<file path="config.mk">
export PLATFORM = sky130hd
export DESIGN_NAME = sparse_col_scheduler
export DESIGN_NICKNAME = d
export VERILOG_FILES = /design/src/rtl/bnn_sched_pkg.sv /design/src/rtl/sparse_col_scheduler_col_prio_enc.sv /design/src/rtl/sparse_col_scheduler.sv
export SDC_FILE = /design/constraint.sdc
export NUM_CORES = 1
export LEC_CHECK = 0
export BUFFER_PORTS_ARGS = -buffer_cell sky130_fd_sc_hd__clkbuf_2
export CAP_MARGIN = 40
export CORE_ASPECT_RATIO = 0.9
export CORE_UTILIZATION = 40
export CTS_BUF_LIST = sky130_fd_sc_hd__clkbuf_8
export DETAILED_ROUTE_END_ITERATION = 8
export GPL_TIMING_DRIVEN = 0
export SKIP_CTS_REPAIR_TIMING = 1
export SLEW_MARGIN = 10
export SYNTH_ARGS = -nofsm -noshare
export SYNTH_HDL_FRONTEND = slang
export SYNTH_SLANG_ARGS = --single-unit
</file>
<file path="constraint.sdc">
create_clock -name clk -period 27.5 [get_ports clk]
set_input_delay 1.375 -clock clk [delete_from_list [all_inputs] [get_ports clk]]
set_output_delay 1.375 -clock clk [all_outputs]
set_load 0.02 [all_outputs]
</file>
<file path="src/rtl/bnn_sched_pkg.sv">
// Shared types, constants and helpers for the sparse column scheduler.
package bnn_sched_pkg;

    typedef enum logic [1:0] {
        ST_IDLE  = 2'd0,
        ST_ISSUE = 2'd1,
        ST_DONE  = 2'd2
    } sched_state_e;

    localparam int         SCHED_NUM_COLS     = 64;
    localparam logic [5:0] SCHED_IDX_SENTINEL = 6'h3F;
    localparam int         SPARSITY_SCALE     = 10000;

    function automatic logic [6:0] popcount64(input logic [63:0] v);
        logic [6:0] c;
        c = 7'd0;
        for (int i = 0; i < 64; i++) begin
            c = c + {6'd0, v[i]};
        end
        return c;
    endfunction

    // Empty-column fraction in hundredths of a percent, rounded down.
    function automatic logic [15:0] sparsity_bp(input logic [6:0] active, input int num_cols);
        logic [31:0] t;
        t = ((32'(num_cols) - {25'd0, active}) * 32'(SPARSITY_SCALE)) / 32'(num_cols);
        return t[15:0];
    endfunction

endpackage

</file>
<file path="src/rtl/sparse_col_scheduler_col_prio_enc.sv">
// col_prio_enc: combinational find-first-set over a 64-bit vector, searching
// upward from a start index.
module col_prio_enc (
    input  logic [63:0] vec,
    input  logic [5:0]  start,
    output logic        found,
    output logic [5:0]  idx
);

    // Scan downward so the lowest qualifying bit is the last one written.
    always_comb begin
        found = 1'b0;
        idx   = 6'd0;
        for (int i = 63; i >= 0; i--) begin
            if (vec[i] && (i >= int'(start))) begin
                found = 1'b1;
                idx   = 6'(i);
            end else begin
                found = found;
            end
        end
    end

endmodule

</file>
<file path="src/rtl/sparse_col_scheduler.sv">
// sparse_col_scheduler: tracks occupied weight columns and issues them to the PE
// array. Optional stall counter enabled by defining SCHED_STALL_CNT_EN.
module sparse_col_scheduler
    import bnn_sched_pkg::*;
#(
    parameter int         NUM_COLS     = SCHED_NUM_COLS,
    parameter logic [5:0] IDX_SENTINEL = SCHED_IDX_SENTINEL
) (
    input  logic        clk,
    input  logic        reset,
    input  logic        sparse_mode,
    input  logic        wr_compressed,
    input  logic [5:0]  wr_comp_idx,
    input  logic [5:0]  wr_comp_ptr,
    input  logic        clear_mask,
    input  logic        start,
    output logic        col_valid,
    output logic [5:0]  col_idx,
    input  logic        col_ready,
    output logic        done,
    output logic        busy,
    output logic        wr_dropped,
    output logic [6:0]  mon_active_columns,
    output logic [15:0] mon_column_sparsity,
    output logic [31:0] mon_stall_cycles
);

    sched_state_e state_q, state_d;
    logic [63:0]  mask_q, mask_d;
    logic [5:0]   col_idx_q, col_idx_d;
    logic         col_valid_q, col_valid_d;
    logic         done_q, done_d;
    logic         busy_q, busy_d;
    logic         mode_q, mode_d;
    logic         wr_dropped_q, wr_dropped_d;
    logic [6:0]   active_q, active_d;
    logic [15:0]  sparsity_q, sparsity_d;

    logic         busy_s;
    logic [63:0]  set_vec_s;
    logic [63:0]  dense_vec_s;
    logic [63:0]  enc_vec_s;
    logic [5:0]   enc_start_s;
    logic         enc_found_s;
    logic [5:0]   enc_idx_s;

    col_prio_enc u_prio (
        .vec   (enc_vec_s),
        .start (enc_start_s),
        .found (enc_found_s),
        .idx   (enc_idx_s)
    );

    // Mask update; frozen while a pass is running, with dropped writes flagged.
    always_comb begin
        busy_s       = (state_q != ST_IDLE);
        set_vec_s    = (wr_compressed && (wr_comp_ptr != IDX_SENTINEL)) ? (64'd1 << wr_comp_idx) : 64'd0;
        mask_d       = mask_q;
        wr_dropped_d = wr_dropped_q;
        if (busy_s) begin
            wr_dropped_d = wr_dropped_q | wr_compressed;
        end else begin
            mask_d = (clear_mask ? 64'd0 : mask_q) | set_vec_s;
        end
    end

    // Search vector and base: from column 0 when starting, past the current column otherwise.
    always_comb begin
        for (int i = 0; i < 64; i++) begin
            dense_vec_s[i] = (i < NUM_COLS) ? 1'b1 : 1'b0;
        end
        enc_vec_s   = ((busy_s ? mode_q : sparse_mode) ? mask_q : dense_vec_s);
        enc_start_s = busy_s ? (col_idx_q + 6'd1) : 6'd0;
    end

    // Schedule FSM next-state and registered-output values.
    always_comb begin
        state_d     = state_q;
        col_valid_d = col_valid_q;
        col_idx_d   = col_idx_q;
        done_d      = done_q;
        busy_d      = busy_q;
        mode_d      = mode_q;
        case (state_q)
            ST_IDLE: begin
                if (start) begin
                    mode_d = sparse_mode;
                    busy_d = 1'b1;
                    if (enc_found_s) begin
                        state_d     = ST_ISSUE;
                        col_valid_d = 1'b1;
                        col_idx_d   = enc_idx_s;
                    end else begin
                        state_d = ST_DONE;
                        done_d  = 1'b1;
                    end
                end else begin
                    state_d = ST_IDLE;
                end
            end
            ST_ISSUE: begin
                if (col_valid_q && col_ready) begin
                    // Column 63 is always the last; the wrapped search base must not restart at 0.
                    if ((col_idx_q != 6'd63) && enc_found_s) begin
                        col_idx_d = enc_idx_s;
                    end else begin
                        state_d     = ST_DONE;
                        col_valid_d = 1'b0;
                        done_d      = 1'b1;
                    end
                end else begin
                    state_d = ST_ISSUE;
                end
            end
            ST_DONE: begin
                if (!start) begin
                    state_d = ST_IDLE;
                    done_d  = 1'b0;
                    busy_d  = 1'b0;
                end else begin
                    state_d = ST_DONE;
                end
            end
            default: begin
                state_d     = ST_IDLE;
                col_valid_d = 1'b0;
                done_d      = 1'b0;
                busy_d      = 1'b0;
            end
        endcase
    end

    // Occupancy monitors lag the mask by one cycle.
    always_comb begin
        active_d   = popcount64(mask_q);
        sparsity_d = sparsity_bp(active_d, NUM_COLS);
    end

    // State and output registers.
    always_ff @(posedge clk or negedge reset) begin
        if (!reset) begin
            state_q      <= ST_IDLE;
            mask_q       <= 64'd0;
            col_idx_q    <= 6'd0;
            col_valid_q  <= 1'b0;
            done_q       <= 1'b0;
            busy_q       <= 1'b0;
            mode_q       <= 1'b0;
            wr_dropped_q <= 1'b0;
            active_q     <= 7'd0;
            sparsity_q   <= 16'd10000;
        end else begin
            state_q      <= state_d;
            mask_q       <= mask_d;
            col_idx_q    <= col_idx_d;
            col_valid_q  <= col_valid_d;
            done_q       <= done_d;
            busy_q       <= busy_d;
            mode_q       <= mode_d;
            wr_dropped_q <= wr_dropped_d;
            active_q     <= active_d;
            sparsity_q   <= sparsity_d;
        end
    end

`ifdef SCHED_STALL_CNT_EN
    logic [31:0] stall_q, stall_d;

    // Stall counter restarts on each issuing pass and saturates.
    always_comb begin
        stall_d = stall_q;
        if ((state_q == ST_IDLE) && start && enc_found_s) begin
            stall_d = 32'd0;
        end else if (col_valid_q && !col_ready && (stall_q != 32'hFFFF_FFFF)) begin
            stall_d = stall_q + 32'd1;
        end else begin
            stall_d = stall_q;
        end
    end

    // Stall counter register.
    always_ff @(posedge clk or negedge reset) begin
        if (!reset) begin
            stall_q <= 32'd0;
        end else begin
            stall_q <= stall_d;
        end
    end

    assign mon_stall_cycles = stall_q;
`else
    assign mon_stall_cycles = 32'd0;
`endif

    assign col_valid           = col_valid_q;
    assign col_idx             = col_idx_q;
    assign done                = done_q;
    assign busy                = busy_q;
    assign wr_dropped          = wr_dropped_q;
    assign mon_active_columns  = active_q;
    assign mon_column_sparsity = sparsity_q;

endmodule

</file>
======== Yosys cells after proc, flatten, opt, wreduce, memory -nomap -nowiden ========
Index checks and enable logic that the tools add are counted.
cells by class
  add/subtract/negate cells ............... 65
  multipliers ............................. 1
  $lt $le $gt $ge ......................... 63
  eq/ne operators ......................... 12
  shift-type cells ........................ 1
  mux-type cells .......................... 157
  bitwise operators ....................... 4
  reduce and logical (&&, ||, !) cells .... 74
operators with widths
  kind                                                               count
  two-way mux 6 bit                                                  69
  adder 7 x 1 -> 7 bit                                               57
  two-way mux 64 bit                                                 3
  greater-or-equal comparator 6 bit (first input constant)           31
  greater-or-equal comparator 5 x 6 -> 1 bit (first input constant)  16
  two-way mux 1 bit                                                  75
  logical AND 1 bit                                                  66
  OR 64 bit                                                          1
  left shift 1 x 6 -> 64 bit (first input constant)                  1
  greater-or-equal comparator 4 x 6 -> 1 bit (first input constant)  8
  multiplier 32 x 10 -> 18 bit (second input constant)               1
  greater-or-equal comparator 3 x 6 -> 1 bit (first input constant)  4
  AND reduction 5 bit                                                3
  != test 2 bit (second input constant)                              7
  greater-or-equal comparator 1 x 6 -> 1 bit (first input constant)  2
  greater-or-equal comparator 2 x 6 -> 1 bit (first input constant)  2
  != test 6 bit (second input constant)                              2
  case mux 6 bit (2 select lines)                                    1
  two-way mux 2 bit                                                  5
  case mux 1 bit (3 select lines)                                    3
  subtractor 7 x 7 -> 8 bit (first input constant)                   1
  adder 6 x 1 -> 7 bit                                               1
  adder 5 x 1 -> 6 bit                                               1
  adder 6 x 1 -> 6 bit (second input constant)                       1
  14 further kinds                                                   16
word-level totals
  flip-flop bits (word level) ............. 100
  input port bits ......................... 19
  output and inout bits ................... 65
  logic and storage cells ................. 387

======== Logic depth before layout (Yosys ltp) ========
Gate-level depths: netlist of the first run.
  word-level depth ........................ 71
  gate-level depth with buffers ........... 40
  gate-level depth less buffers ........... 40

======== Hierarchy ========
A second synthesis of the first run with hierarchy kept.
unflattened totals
  cells, all modules ...................... 1157
  area total of the unflattened synthesis .. 9875.7 um^2
by module, submodules not included
  module                instances  cells each  area each (um^2)  sequential area each (um^2)
  sparse_col_scheduler  1          809         7792.5            2508.7
  col_prio_enc          1          348         2083.2            0.0

======== Worst setup path before layout of the first run ========
No wires, ideal clock.
  kind .................................... reg-to-reg
  start point ............................. register mask_q[0]
  end point ............................... register sparsity_q[15], in the netlist mon_column_sparsity[15]
  setup time .............................. 0.123 ns
  arrival time ............................ 10.249 ns
  required time ........................... 27.377 ns
  slack ................................... 17.129 ns
  cell stages (with the launch flop) ...... 36
  path buffers ............................ 0
  period minus slack after synthesis ...... 10.371 ns
  cell sequence ........................... dfrtp_1 -> fa_1 -> inv_1 -> fa_1 -> inv_1 -> fa_1 -> fa_1 -> fa_1 -> fa_1 -> fa_1 -> fa_1 -> ha_1 -> a21o_1 -> a21oi_1 -> o21bai_1 -> a21oi_1 -> xor2_1 -> inv_1 -> or4_1 -> xnor2_1 -> fa_1 -> ha_1 -> inv_1 -> fa_1 -> inv_1 -> ha_1 -> inv_1 -> fa_1 -> inv_1 -> ha_1 -> a21oi_1 -> o21bai_1 -> a21oi_1 -> o21ai_0 -> o41a_1 -> xnor2_1
between the ends
  cells in the longest elaborated chain, start to end .. 65
ends and longest elaborated chain
  item                                 line                         RTL
  from (decl)                          sparse_col_scheduler.sv:29   logic [63:0] mask_q, mask_d;
  from (signal assigned)               sparse_col_scheduler.sv:154  mask_q <= mask_d;
  adder 1 x 1 -> 2 bit                 bnn_sched_pkg.sv:18          c = c + {6'd0, v[i]};
  adder 2 x 1 -> 3 bit                 bnn_sched_pkg.sv:18
  adder 3 x 1 -> 4 bit                 bnn_sched_pkg.sv:18
  adder 4 x 1 -> 5 bit                 bnn_sched_pkg.sv:18
  adder 5 x 1 -> 6 bit                 bnn_sched_pkg.sv:18
  adder 6 x 1 -> 7 bit                 bnn_sched_pkg.sv:18
  adder 7 x 1 -> 7 bit (57 in series)  bnn_sched_pkg.sv:18
  via active_d[5]                      sparse_col_scheduler.sv:36   logic [6:0] active_q, active_d;
  subtractor 7 x 7 -> 8 bit            bnn_sched_pkg.sv:26          t = ((32'(num_cols) - {25'd0, active}) * 32'(SPARSITY_SCALE)) / 32'(num_cols);
  multiplier 32 x 10 -> 18 bit         bnn_sched_pkg.sv:26
  via sparsity_d[15]                   sparse_col_scheduler.sv:37   logic [15:0] sparsity_q, sparsity_d;
  to (signal assigned)                 sparse_col_scheduler.sv:162  sparsity_q <= sparsity_d;
  to (decl)                            sparse_col_scheduler.sv:37
The timed path passes the listed nets, and every way through them passes these cells.
A chain may end at the register's enable or synchronous reset.

======== Worst setup path after layout of the first run ========
  start point ............................. register mask_q[25]
  end point ............................... register sparsity_q[15], in the netlist mon_column_sparsity[15]
between the ends
  cells in the longest elaborated chain, start to end .. 41
ends and longest elaborated chain
  item                                 line
  adder 7 x 1 -> 7 bit (39 in series)  bnn_sched_pkg.sv:18
  via active_d[5]                      sparse_col_scheduler.sv:36
  subtractor 7 x 7 -> 8 bit            bnn_sched_pkg.sv:26
  multiplier 32 x 10 -> 18 bit         bnn_sched_pkg.sv:26
  via sparsity_d[15]                   sparse_col_scheduler.sv:37
The timed path passes the listed nets, and every way through them passes these cells.

==> impl_metrics.xml, run 1 <==
<?xml version="1.0" encoding="UTF-8"?>
<metrics>
  <group name="sta">
    <metric name="fmaxAchievable" unit="MHz">86.33</metric>
    <metric name="final_min_period_over_clock_period" unit="%">42.12</metric>
    <metric name="fin_worst_skew" unit="ns">0.03880</metric>
    <metric name="setup_tns" unit="ns">0</metric>
    <metric name="period_needed" unit="ns">11.58</metric>
    <metric name="timing.final.setup_violations" unit="">0</metric>
    <metric name="report.final.hold_viol_count" unit="">0</metric>
    <metric name="worst_slew_pin_slew" unit="ns">0.8955</metric>
    <metric name="unrepaired_setup_endpoints_after_global_routing" unit="">no</metric>
    <metric name="max-slew-margin-rel" unit="%">39.67</metric>
    <metric name="number_of_pins_with_negative_max_slew_slack_in_the_final_report" unit="">0</metric>
  </group>
  <group name="clocking">
    <metric name="cts_root_buffer" unit="">sky130_fd_sc_hd__clkbuf_8</metric>
    <metric name="clk-insertion-delay-late" unit="ns">0.43</metric>
    <metric name="number_of_h_tree_levels" unit="">3</metric>
    <metric name="clock_tree_from_tritoncts" unit="">built</metric>
    <metric name="cts_buffers" unit="">9</metric>
    <metric name="worst_setup_hold_path_clk_slew" unit="ns">0.15</metric>
    <metric name="tritoncts_sinks" unit="">100</metric>
    <metric name="buffers_from_clock_root_to_sink_at_most" unit="">2</metric>
  </group>
  <group name="grt">
    <metric name="overall_global_routing_resource_usage" unit="%">27.61</metric>
    <metric name="grt_max_degree" unit="">93</metric>
    <metric name="grt_first_pass_wirelength" unit="mm">48.62</metric>
    <metric name="grt_pass1_vias" unit="">8037</metric>
    <metric name="grt_antenna_before_repair" unit="">0</metric>
    <metric name="grt_remaining_overflow" unit="">0</metric>
  </group>
  <group name="setup_path">
    <metric name="reg2reg_setup_slack" unit="ns">15.92</metric>
    <metric name="timing.rr.start" unit="">mask_q[25]$_DFFE_PN0P_</metric>
    <metric name="timing.critical_path.from_type" unit="">register</metric>
    <metric name="kind_of_end_point_of_the_critical_path" unit="">register</metric>
    <metric name="critPathArrivalTime" unit="ns">11.87</metric>
    <metric name="worst-path-max-fanout" unit="">5</metric>
    <metric name="critical_path_slowest_stage_cell" unit="">sky130_fd_sc_hd__xnor2_1</metric>
    <metric name="path_class" unit="">reg2reg</metric>
    <metric name="worstRegToRegCells" unit="">37</metric>
    <metric name="worst_path_most_repeated_cell" unit="">sky130_fd_sc_hd__fa_1</metric>
    <metric name="worst_r2r_endpoint" unit="">mon_column_sparsity[15]$_DFF_PN0_</metric>
    <metric name="worstPathRequired" unit="ns">27.79</metric>
    <metric name="cp_slowest_stage_delay" unit="ns">0.69</metric>
  </group>
  <group name="worst_hold_path">
    <metric name="hold-path-cell-count" unit="">1</metric>
    <metric name="worstHoldEndpoint" unit="">wr_dropped$_DFFE_PN0N_</metric>
    <metric name="hp-start" unit="">wr_dropped$_DFFE_PN0N_</metric>
    <metric name="hold_path_class" unit="">reg2reg</metric>
  </group>
  <group name="logic_synthesis">
    <metric name="synthesis.instances" unit="">1077</metric>
    <metric name="synth.ff_latch_count" unit="">100</metric>
    <metric name="synth.yosys.seq_area_share" unit="%">26.80</metric>
    <metric name="synth_flop_cell" unit="">sky130_fd_sc_hd__dfrtp_1</metric>
    <metric name="yosysWarnings" unit="">0</metric>
    <metric name="post_synth_instance_area" unit="um^2">9361</metric>
    <metric name="async_flop_share" unit="%">100.0</metric>
    <metric name="synth_edf_count" unit="">0</metric>
    <metric name="yosys.cell_types.count" unit="">87</metric>
    <metric name="syn_avg_cell_area" unit="um^2">8.692</metric>
  </group>
  <group name="floorplanning">
    <metric name="design.core.area" unit="um^2">22710</metric>
    <metric name="initial_utilization" unit="%">41.23</metric>
    <metric name="num_io_pins" unit="">84</metric>
    <metric name="die_h" unit="um">147.1</metric>
    <metric name="dieWidth" unit="um">163.3</metric>
    <metric name="fp-row-count" unit="">52</metric>
    <metric name="die-area" unit="um^2">24020</metric>
  </group>
  <group name="routing">
    <metric name="detail_route.vias_per_cell" unit="">5.634</metric>
    <metric name="antenna_left" unit="">0</metric>
    <metric name="post-route-drc-count" unit="">0</metric>
    <metric name="drt-pass1-iter-count" unit="">5</metric>
    <metric name="route.detailed.wl_per_inst" unit="um">21.47</metric>
    <metric name="drt_wl_total" unit="mm">31.69</metric>
    <metric name="route.vias.total" unit="">8316</metric>
    <metric name="detail_route.iter0.violations" unit="">815</metric>
  </group>
  <group name="finish">
    <metric name="area_delta_synth_final" unit="%">10.64</metric>
    <metric name="fraction_of_layout_cells_with_a_size_suffix_above_1" unit="%">13.41</metric>
    <metric name="final_nets" unit="">1319</metric>
    <metric name="layout_common_cells" unit="">156 x sky130_fd_sc_hd__inv_1, 120 x sky130_fd_sc_hd__nand2_1, 105 x sky130_fd_sc_hd__o21ai_0</metric>
    <metric name="layout_commonest_cell" unit="">sky130_fd_sc_hd__inv_1</metric>
  </group>
  <group name="place">
    <metric name="dpl.hpwl" unit="mm">25.82</metric>
    <metric name="gp_routability_congestion" unit="">1.017</metric>
    <metric name="port-buffer-count" unit="">51</metric>
  </group>
  <group name="outcome">
    <metric name="outcome" unit="">finished, final reports clean</metric>
  </group>
  <group name="job">
    <metric name="maxCapViolCount" unit="">0</metric>
  </group>
</metrics>
[worst max-delay path, delay by kind of cell, from the launching register on]
| kind | cells | cell delay, ns |
|---|---|---|
| fa+ha+maj | 15 | 6.62 |
| flops | 1 | 0.52 |
| buf+inv | 9 | 0.69 |
| xor+xnor | 3 | 1.20 |
| simple gates | 1 | 0.59 |
| compound gates | 9 | 1.86 |
[layer usage]
| metal | global-route usage (%) | part of all wire [%] | vias to the layer above |
|---|---|---|---|
| met5 | 0 | 0 | - |
| li1 | - | - | 3833 |
| met4 | 8.224 | 3.0 | 0 |
| met2 | 39.94 | 42 | 402 |
| met3 | 6.663 | 10 | 57 |
| met1 | 40.44 | 45 | 4024 |
[final cells by class]
| class | count | area [um^2] |
|---|---|---|
| plain buffers | 71 | 431.7 |
| diodes | 1 | 2.502 |
| fillers | 2244 | 12350 |
| flip-flops and latches | 100 | 2509 |
| clock inverters | 7 | 73.82 |
| inverters | 156 | 585.6 |
| repair buffers | 54 | 304.0 |
| multi-input cells | 781 | 5956 |
| well taps | 297 | 371.6 |
| clock buffers | 9 | 123.9 |
[per-stage QoR]
stage	setup WS, ns	instance area [um^2]	hold WS (ns)	utilization [%]	cells
global placement	16.03	10100	0.4380	44.50	1456
finish	15.92	10360	0.4842	45.61	1476
global route	15.36	10350	0.5096	45.60	1475
floorplan	17.13	9478	0.4651	-	1108
detailed placement	16.00	10160	0.4497	44.73	1459
CTS	15.93	10350	0.4864	45.60	1475
[how the worst max path moves through the flow]
stage | from | to
after floorplan | mask_q[0]$_DFFE_PN0P_ | mon_column_sparsity[15]$_DFF_PN0_
after global placement | mask_q[25]$_DFFE_PN0P_ | mon_column_sparsity[15]$_DFF_PN0_
after detailed placement | mask_q[25]$_DFFE_PN0P_ | mon_column_sparsity[15]$_DFF_PN0_
after CTS | mask_q[25]$_DFFE_PN0P_ | mon_column_sparsity[15]$_DFF_PN0_
after global routing | mask_q[25]$_DFFE_PN0P_ | mon_column_sparsity[15]$_DFF_PN0_
final | mask_q[25]$_DFFE_PN0P_ | mon_column_sparsity[15]$_DFF_PN0_
[kinds of logic after synthesis]
| logic type | Yosys count | share of synthesized area (%) |
|---|---|---|
| simple gates | 277 | 14.15 |
| compound gates | 311 | 21.79 |
| other cells | 1 | 0.04006 |
| xor+xnor | 28 | 2.780 |
| flops | 100 | 26.80 |
| fa+ha+maj | 128 | 22.94 |
| buf+inv | 227 | 10.87 |
| mux | 5 | 0.6416 |
[state kept, by name (all words and copies together), names as in the netlist]
name,cells
mask_q,64
mon_column_sparsity,16
mon_active_columns,7
col_idx,6
state_q,2
busy,1
col_valid,1
done,1
mode_q,1
wr_dropped,1
[cells in the mapped netlist, types with 5 or more instances]
| master | n | share of area (%) |
|---|---|---|
| sky130_fd_sc_hd__inv_1 | 156 | 6.3 |
| sky130_fd_sc_hd__nand2_1 | 120 | 4.8 |
| sky130_fd_sc_hd__o21ai_0 | 105 | 5.6 |
| sky130_fd_sc_hd__dfrtp_1 | 95 | 25 |
| sky130_fd_sc_hd__fa_1 | 73 | 16 |
| sky130_fd_sc_hd__a21oi_1 | 58 | 3.1 |
| sky130_fd_sc_hd__ha_1 | 54 | 7.2 |
| sky130_fd_sc_hd__nor2_1 | 54 | 2.2 |
| sky130_fd_sc_hd__buf_4 | 36 | 2.9 |
| sky130_fd_sc_hd__nand3_1 | 22 | 1.2 |
| sky130_fd_sc_hd__xnor2_1 | 20 | 1.9 |
| sky130_fd_sc_hd__clkbuf_1 | 18 | 0.72 |
| sky130_fd_sc_hd__nor3_1 | 17 | 0.91 |
| sky130_fd_sc_hd__buf_2 | 12 | 0.64 |
| sky130_fd_sc_hd__nand2b_1 | 12 | 0.80 |
| sky130_fd_sc_hd__o22ai_1 | 11 | 0.74 |
| sky130_fd_sc_hd__o32ai_1 | 11 | 1.0 |
| sky130_fd_sc_hd__a31oi_1 | 9 | 0.60 |
| sky130_fd_sc_hd__a21o_1 | 8 | 0.64 |
| sky130_fd_sc_hd__a211oi_1 | 7 | 0.56 |
| sky130_fd_sc_hd__nor2b_1 | 7 | 0.47 |
| sky130_fd_sc_hd__o21bai_1 | 7 | 0.56 |
| sky130_fd_sc_hd__o31ai_1 | 7 | 0.56 |
| sky130_fd_sc_hd__a2bb2oi_1 | 6 | 0.56 |
| sky130_fd_sc_hd__nand4_1 | 6 | 0.40 |
| sky130_fd_sc_hd__o2111ai_1 | 6 | 0.56 |
| sky130_fd_sc_hd__xor2_1 | 6 | 0.56 |
| sky130_fd_sc_hd__dfstp_2 | 5 | 1.4 |
| sky130_fd_sc_hd__o221ai_1 | 5 | 0.47 |
| sky130_fd_sc_hd__o22a_1 | 5 | 0.47 |
| sky130_fd_sc_hd__or3_1 | 5 | 0.33 |
Power of run 1 is left out: the tool's default activity adds up to more than one toggle a clock period on the data nets, which glitch-free logic cannot reach.
==> run 2, diff against run 1 <==
==> constraint.sdc (replaced) <==
create_clock -name clk -period 12 [get_ports clk]
set_input_delay 0.6 -clock clk [delete_from_list [all_inputs] [get_ports clk]]
set_output_delay 0.6 -clock clk [all_outputs]
set_load 0.02 [all_outputs]
==> run 2 against run 1 <==
Against the previous run:
- wire length increased by 0.34%
- worst setup slack worse by 15 ns
- cell area is 0.14% higher
- global-route usage unchanged
- critical path type unchanged
- hold slack lost 0.092 ns
- critical path depth is the same
- maximum frequency up 2.2%
- count of clock-buffer cells in the layout stayed put
==> impl_metrics.xml, run 2 (same netlist as run 1, synthesis figures left out) <==
<?xml version="1.0" encoding="UTF-8"?>
<metrics>
  <group name="outcome">
    <metric name="outcome" unit="">finished, final reports clean</metric>
  </group>
  <group name="grt">
    <metric name="grt_antenna_before_repair" unit="">0</metric>
    <metric name="grt_pass1_vias" unit="">8037</metric>
    <metric name="overall_global_routing_resource_usage" unit="%">27.61</metric>
    <metric name="grt_remaining_overflow" unit="">0</metric>
    <metric name="grt_first_pass_wirelength" unit="mm">48.62</metric>
    <metric name="grt_max_degree" unit="">93</metric>
  </group>
  <group name="place">
    <metric name="gp_routability_congestion" unit="">1.017</metric>
    <metric name="dpl_cell_area" unit="um^2">10160</metric>
    <metric name="dpl.hpwl" unit="mm">25.82</metric>
    <metric name="port-buffer-count" unit="">51</metric>
    <metric name="detailedPlace.worstSlack" unit="ns">0.5043</metric>
  </group>
  <group name="sta">
    <metric name="report.final.hold_viol_count" unit="">0</metric>
    <metric name="max-slew-margin-rel" unit="%">41.48</metric>
    <metric name="number_of_pins_with_negative_max_slew_slack_in_the_final_report" unit="">0</metric>
    <metric name="final_min_period_over_clock_period" unit="%">94.42</metric>
    <metric name="worst_slew_pin_slew" unit="ns">0.8608</metric>
    <metric name="unrepaired_setup_endpoints_after_global_routing" unit="">no</metric>
    <metric name="timing.final.setup_violations" unit="">0</metric>
    <metric name="fin_worst_skew" unit="ns">0.03779</metric>
    <metric name="setup_ws_final" unit="ns">0.6696</metric>
    <metric name="period_needed" unit="ns">11.33</metric>
    <metric name="setup_tns" unit="ns">0</metric>
    <metric name="hold_slack" unit="ns">0.3923</metric>
    <metric name="fmaxAchievable" unit="MHz">88.26</metric>
  </group>
  <group name="finish">
    <metric name="layout_common_cells" unit="">156 x sky130_fd_sc_hd__inv_1, 120 x sky130_fd_sc_hd__nand2_1, 105 x sky130_fd_sc_hd__o21ai_0</metric>
    <metric name="num-fill-cells" unit="">2242</metric>
    <metric name="final_nets" unit="">1320</metric>
    <metric name="registers.top_by_ff_count" unit="">mask_q</metric>
    <metric name="antenna_fix_cells" unit="">0</metric>
    <metric name="fraction_of_layout_cells_with_a_size_suffix_above_1" unit="%">13.49</metric>
    <metric name="largest_register_ffs" unit="">64</metric>
    <metric name="layout.area.seq" unit="um^2">2509</metric>
    <metric name="design_area" unit="um^2">10370</metric>
    <metric name="multi_input_comb_area" unit="um^2">5963</metric>
    <metric name="layout_commonest_cell" unit="">sky130_fd_sc_hd__inv_1</metric>
    <metric name="area_delta_synth_final" unit="%">10.80</metric>
  </group>
  <group name="setup_path">
    <metric name="worstPathRequired" unit="ns">12.29</metric>
    <metric name="timing.critical_path.from_type" unit="">register</metric>
    <metric name="cp_slowest_stage_delay" unit="ns">0.61</metric>
    <metric name="worst-path-max-fanout" unit="">5</metric>
    <metric name="critical_path_slowest_stage_cell" unit="">sky130_fd_sc_hd__or4_1</metric>
    <metric name="critPathArrivalTime" unit="ns">11.62</metric>
    <metric name="worst_path_most_repeated_cell" unit="">sky130_fd_sc_hd__fa_1</metric>
    <metric name="kind_of_end_point_of_the_critical_path" unit="">register</metric>
    <metric name="worstRegToRegCells" unit="">37</metric>
    <metric name="path_class" unit="">reg2reg</metric>
  </group>
  <group name="floorplanning">
    <metric name="die-area" unit="um^2">24020</metric>
    <metric name="fp-row-count" unit="">52</metric>
    <metric name="design.core.area" unit="um^2">22710</metric>
    <metric name="initial_utilization" unit="%">41.23</metric>
    <metric name="dieWidth" unit="um">163.3</metric>
    <metric name="die_h" unit="um">147.1</metric>
    <metric name="num_io_pins" unit="">84</metric>
  </group>
  <group name="routing">
    <metric name="antenna_left" unit="">0</metric>
    <metric name="drt-pass1-iter-count" unit="">6</metric>
    <metric name="route.vias.total" unit="">8302</metric>
    <metric name="detail_route.iter0.violations" unit="">783</metric>
    <metric name="drt_wl_total" unit="mm">31.79</metric>
    <metric name="route.detailed.wl_per_inst" unit="um">21.54</metric>
    <metric name="post-route-drc-count" unit="">0</metric>
    <metric name="detail_route.vias_per_cell" unit="">5.625</metric>
  </group>
  <group name="clocking">
    <metric name="worst_setup_hold_path_clk_slew" unit="ns">0.15</metric>
    <metric name="clk-insertion-delay-late" unit="ns">0.42</metric>
    <metric name="cts_buffers" unit="">9</metric>
    <metric name="cts_root_buffer" unit="">sky130_fd_sc_hd__clkbuf_8</metric>
    <metric name="tritoncts_sinks" unit="">100</metric>
    <metric name="clock_tree_from_tritoncts" unit="">built</metric>
    <metric name="number_of_h_tree_levels" unit="">3</metric>
    <metric name="buffers_from_clock_root_to_sink_at_most" unit="">2</metric>
  </group>
  <group name="job">
    <metric name="maxCapViolCount" unit="">0</metric>
  </group>
  <group name="worst_hold_path">
    <metric name="hold_path_class" unit="">in2reg</metric>
    <metric name="hold-path-cell-count" unit="">2</metric>
  </group>
</metrics>
## run 2: worst paths after layout
check	slack [ns]	from	to
hold / removal	0.39	wr_compressed	wr_dropped$_DFFE_PN0N_
max in group asynchronous	10.73	reset	mask_q[16]$_DFFE_PN0P_
setup / recovery	0.67	mask_q[25]$_DFFE_PN0P_	mon_column_sparsity[15]$_DFF_PN0_
setup reg to reg	0.67	mask_q[25]$_DFFE_PN0P_	mon_column_sparsity[15]$_DFF_PN0_
hold reg to reg	0.48	wr_dropped$_DFFE_PN0N_	wr_dropped$_DFFE_PN0N_
min in group asynchronous	0.55	reset	col_idx[5]$_DFFE_PN0P_
## run 2: stage by stage
step / instances / utilization [%]
3_3_place_gp: 1456 / 44.50
4_1_cts: 1475 / 45.60
3_5_place_dp: 1459 / 44.73
2_1_floorplan: 1108 / -
6_report: 1476 / 45.68
5_1_grt: 1476 / 45.68
## run 2: final cells by class
| class | count | area share [%] |
|---|---|---|
| clock buffers | 9 | 1.194 |
| inverters | 156 | 5.645 |
| clock inverters | 7 | 0.7117 |
| multi-input cells | 781 | 57.49 |
| repair buffers | 55 | 3.028 |
| well taps | 297 | 3.583 |
| plain buffers | 71 | 4.162 |
| flip-flops and latches | 100 | 24.19 |
## run 2: worst max-delay path: cells and delay by family, from the launching register on
kind	cells	cell delay (ns)
DFF	1	0.53
AOI/OAI and AO/OA	9	1.86
and+or+nand+nor	1	0.61
buffers and inverters	9	0.69
xor gates and xnor gates	3	0.97
adders and majority gates	15	6.57
## run 2: layer usage
layer / global-route usage, % / routed length, um / vias to the layer above
met4: 8.224 / 833 / 0
met2: 39.94 / 13530 / 367
met3: 6.663 / 3140 / 49
li1: - / - / 3838
met5: 0 / 0 / -
met1: 40.44 / 14290 / 4048
Power of run 2 is left out for the same reason.
==> run 3, diff against run 2 <==
--- a/config.mk
+++ b/config.mk
@@ -5,12 +5,12 @@
 export SDC_FILE = /design/constraint.sdc
 export NUM_CORES = 1
 export LEC_CHECK = 0
-export BUFFER_PORTS_ARGS = -buffer_cell sky130_fd_sc_hd__clkbuf_2
-export CAP_MARGIN = 40
+export CAP_MARGIN = 20
 export CORE_ASPECT_RATIO = 0.9
 export CORE_UTILIZATION = 40
 export CTS_BUF_LIST = sky130_fd_sc_hd__clkbuf_8
 export DETAILED_ROUTE_END_ITERATION = 8
+export DONT_BUFFER_PORTS = 1
 export GPL_TIMING_DRIVEN = 0
 export SKIP_CTS_REPAIR_TIMING = 1
 export SLEW_MARGIN = 10
==> constraint.sdc (replaced) <==
create_clock -name clk -period 13.1 [get_ports clk]
set_input_delay 0.655 -clock clk [delete_from_list [all_inputs] [get_ports clk]]
set_output_delay 0.655 -clock clk [all_outputs]
set_load 0.02 [all_outputs]
==> run 3 against run 2 <==
Against the previous run:
- cell area shrank 2.7%
- non-clock buffer count shrank 53
- wire length shrank 1.4%
- critical endpoint unchanged
- maximum frequency shrank 1.7%
- die area is the same
- flip-flop and latch count is the same
- worst setup slack gained 0.91 ns
- hold slack lost 0.33 ns
==> impl_metrics.xml, run 3 (same netlist as run 1, synthesis figures left out) <==
<?xml version="1.0" encoding="UTF-8"?>
<metrics>
  <group name="outcome">
    <metric name="outcome" unit="">finished, final reports clean</metric>
  </group>
  <group name="floorplanning">
    <metric name="fp-row-count" unit="">52</metric>
    <metric name="die-area" unit="um^2">24020</metric>
    <metric name="initial_utilization" unit="%">41.23</metric>
    <metric name="design.core.area" unit="um^2">22710</metric>
    <metric name="num_io_pins" unit="">84</metric>
    <metric name="dieWidth" unit="um">163.3</metric>
    <metric name="die_h" unit="um">147.1</metric>
  </group>
  <group name="setup_path">
    <metric name="kind_of_end_point_of_the_critical_path" unit="">register</metric>
    <metric name="cp_slowest_stage_delay" unit="ns">0.66</metric>
    <metric name="worst_path_most_repeated_cell" unit="">sky130_fd_sc_hd__fa_1</metric>
    <metric name="timing.critical_path.buf_inv" unit="">9</metric>
    <metric name="worst_r2r_endpoint" unit="">mon_column_sparsity[15]$_DFF_PN0_</metric>
    <metric name="path_class" unit="">reg2reg</metric>
    <metric name="reg2reg_setup_slack" unit="ns">1.58</metric>
    <metric name="worst-path-max-fanout" unit="">6</metric>
    <metric name="crit_family" unit="">adder cells</metric>
    <metric name="critPathArrivalTime" unit="ns">11.81</metric>
    <metric name="critical_path_slowest_stage_cell" unit="">sky130_fd_sc_hd__xnor2_1</metric>
    <metric name="timing.critical_path.from_type" unit="">register</metric>
    <metric name="worstRegToRegCells" unit="">37</metric>
    <metric name="timing.rr.start" unit="">mask_q[35]$_DFFE_PN0P_</metric>
    <metric name="worstPathRequired" unit="ns">13.39</metric>
  </group>
  <group name="sta">
    <metric name="report.final.hold_viol_count" unit="">0</metric>
    <metric name="max-slew-margin-rel" unit="%">30.73</metric>
    <metric name="fin_worst_skew" unit="ns">0.04368</metric>
    <metric name="period_needed" unit="ns">11.52</metric>
    <metric name="number_of_pins_with_negative_max_slew_slack_in_the_final_report" unit="">0</metric>
    <metric name="timing.final.setup_violations" unit="">0</metric>
    <metric name="setup_ws_final" unit="ns">1.579</metric>
    <metric name="final_min_period_over_clock_period" unit="%">87.94</metric>
    <metric name="fmaxAchievable" unit="MHz">86.80</metric>
    <metric name="unrepaired_setup_endpoints_after_global_routing" unit="">no</metric>
    <metric name="worst_slew_pin_slew" unit="ns">1.039</metric>
    <metric name="setup_tns" unit="ns">0</metric>
  </group>
  <group name="grt">
    <metric name="grt_pass1_vias" unit="">7713</metric>
    <metric name="grt_first_pass_wirelength" unit="mm">47.60</metric>
    <metric name="grt_antenna_before_repair" unit="">1</metric>
    <metric name="grt_remaining_overflow" unit="">0</metric>
    <metric name="overall_global_routing_resource_usage" unit="%">27.00</metric>
    <metric name="grt_max_degree" unit="">101</metric>
  </group>
  <group name="worst_hold_path">
    <metric name="hold_path_class" unit="">in2async</metric>
  </group>
  <group name="routing">
    <metric name="detail_route.iter0.violations" unit="">802</metric>
    <metric name="antenna_left" unit="">0</metric>
    <metric name="route.vias.total" unit="">8080</metric>
    <metric name="drt-pass1-iter-count" unit="">5</metric>
    <metric name="detail_route.vias_per_cell" unit="">5.678</metric>
    <metric name="post-route-drc-count" unit="">0</metric>
    <metric name="route.detailed.wl_per_inst" unit="um">22.03</metric>
    <metric name="drt_wl_total" unit="mm">31.35</metric>
  </group>
  <group name="place">
    <metric name="detailedPlace.worstSlack" unit="ns">1.601</metric>
    <metric name="port-buffer-count" unit="">0</metric>
    <metric name="gp_routability_congestion" unit="">1.053</metric>
    <metric name="place.detailed.instances" unit="">1406</metric>
    <metric name="dpl.hpwl" unit="mm">25.41</metric>
  </group>
  <group name="clocking">
    <metric name="cts_root_buffer" unit="">sky130_fd_sc_hd__clkbuf_8</metric>
    <metric name="number_of_h_tree_levels" unit="">3</metric>
    <metric name="clock_tree_from_tritoncts" unit="">built</metric>
    <metric name="buffers_from_clock_root_to_sink_at_most" unit="">2</metric>
    <metric name="tritoncts_sinks" unit="">100</metric>
    <metric name="worst_setup_hold_path_clk_slew" unit="ns">0.15</metric>
    <metric name="clk-insertion-delay-late" unit="ns">0.43</metric>
    <metric name="cts_buffers" unit="">9</metric>
  </group>
  <group name="finish">
    <metric name="registers.top_by_ff_count" unit="">mask_q</metric>
    <metric name="largest_register_ffs" unit="">64</metric>
    <metric name="fin_cells" unit="">1423</metric>
    <metric name="final_nets" unit="">1267</metric>
    <metric name="area_delta_synth_final" unit="%">7.832</metric>
    <metric name="num-fill-cells" unit="">2258</metric>
    <metric name="layout_commonest_cell" unit="">sky130_fd_sc_hd__inv_1</metric>
    <metric name="layout_common_cells" unit="">156 x sky130_fd_sc_hd__inv_1, 120 x sky130_fd_sc_hd__nand2_1, 105 x sky130_fd_sc_hd__o21ai_0</metric>
    <metric name="fraction_of_layout_cells_with_a_size_suffix_above_1" unit="%">9.325</metric>
    <metric name="antenna_fix_cells" unit="">0</metric>
  </group>
  <group name="job">
    <metric name="maxCapViolCount" unit="">0</metric>
  </group>
</metrics>
==> run 3: routing by layer <==
metal | track usage (%) | vias to the layer above | share of wire [%]
met3 | 5.675 | 55 | 8.0
met2 | 39.47 | 367 | 44
met1 | 39.33 | 3933 | 46
met5 | 0 | - | 0
li1 | - | 3725 | -
met4 | 8.972 | 0 | 2.6
==> run 3: worst reg2reg max path: cells and delay by family, from the launching register on <==
family                     cells  cell delay, ns
adders and majority gates     15            6.72
AOI/OAI and AO/OA              9            1.86
xor gates and xnor gates       3            1.15
buffers and inverters          9            0.61
and+or+nand+nor                1            0.59
DFF                            1            0.52
==> run 3: worst max path at each step <==
stage                           start                           endpoint  slack, ns  depth (start not counted)
6_report       mask_q[35]$_DFFE_PN0P_  mon_column_sparsity[15]$_DFF_PN0_       1.58                         37
5_1_grt        mask_q[35]$_DFFE_PN0P_  mon_column_sparsity[15]$_DFF_PN0_       0.97                         37
4_1_cts        mask_q[35]$_DFFE_PN0P_  mon_column_sparsity[15]$_DFF_PN0_       1.55                         37
3_5_place_dp   mask_q[35]$_DFFE_PN0P_  mon_column_sparsity[15]$_DFF_PN0_       1.60                         37
3_3_place_gp   mask_q[35]$_DFFE_PN0P_  mon_column_sparsity[15]$_DFF_PN0_       1.71                         37
2_1_floorplan   mask_q[0]$_DFFE_PN0P_  mon_column_sparsity[15]$_DFF_PN0_       2.73                         35
==> run 3: area by class of cell <==
cell class                 count  area, um^2  area share [%]
sequential                   100        2509           24.85
multi-input combinational    781        5952           58.96
clock inverter                 7       86.33          0.8552
inverter                     156       585.6           5.801
buffer                        71       431.7           4.276
timing repair buffer           2       35.03          0.3470
tap                          297       371.6           3.681
clock buffer                   9       123.9           1.227
==> run 3: metrics by stage <==
| stage | instance area, um^2 | util [%] | hold slack [ns] |
|---|---|---|---|
| 3_5_place_dp | 9857 | 43.41 | 0.3620 |
| 5_1_grt | 10090 | 44.46 | 0.04178 |
| 2_1_floorplan | 9478 | - | 0.3594 |
| 3_3_place_gp | 9849 | 43.38 | 0.3621 |
| 6_report | 10090 | 44.46 | 0.06697 |
| 4_1_cts | 10070 | 44.34 | -0.1213 |
Power of run 3 is left out for the same reason.
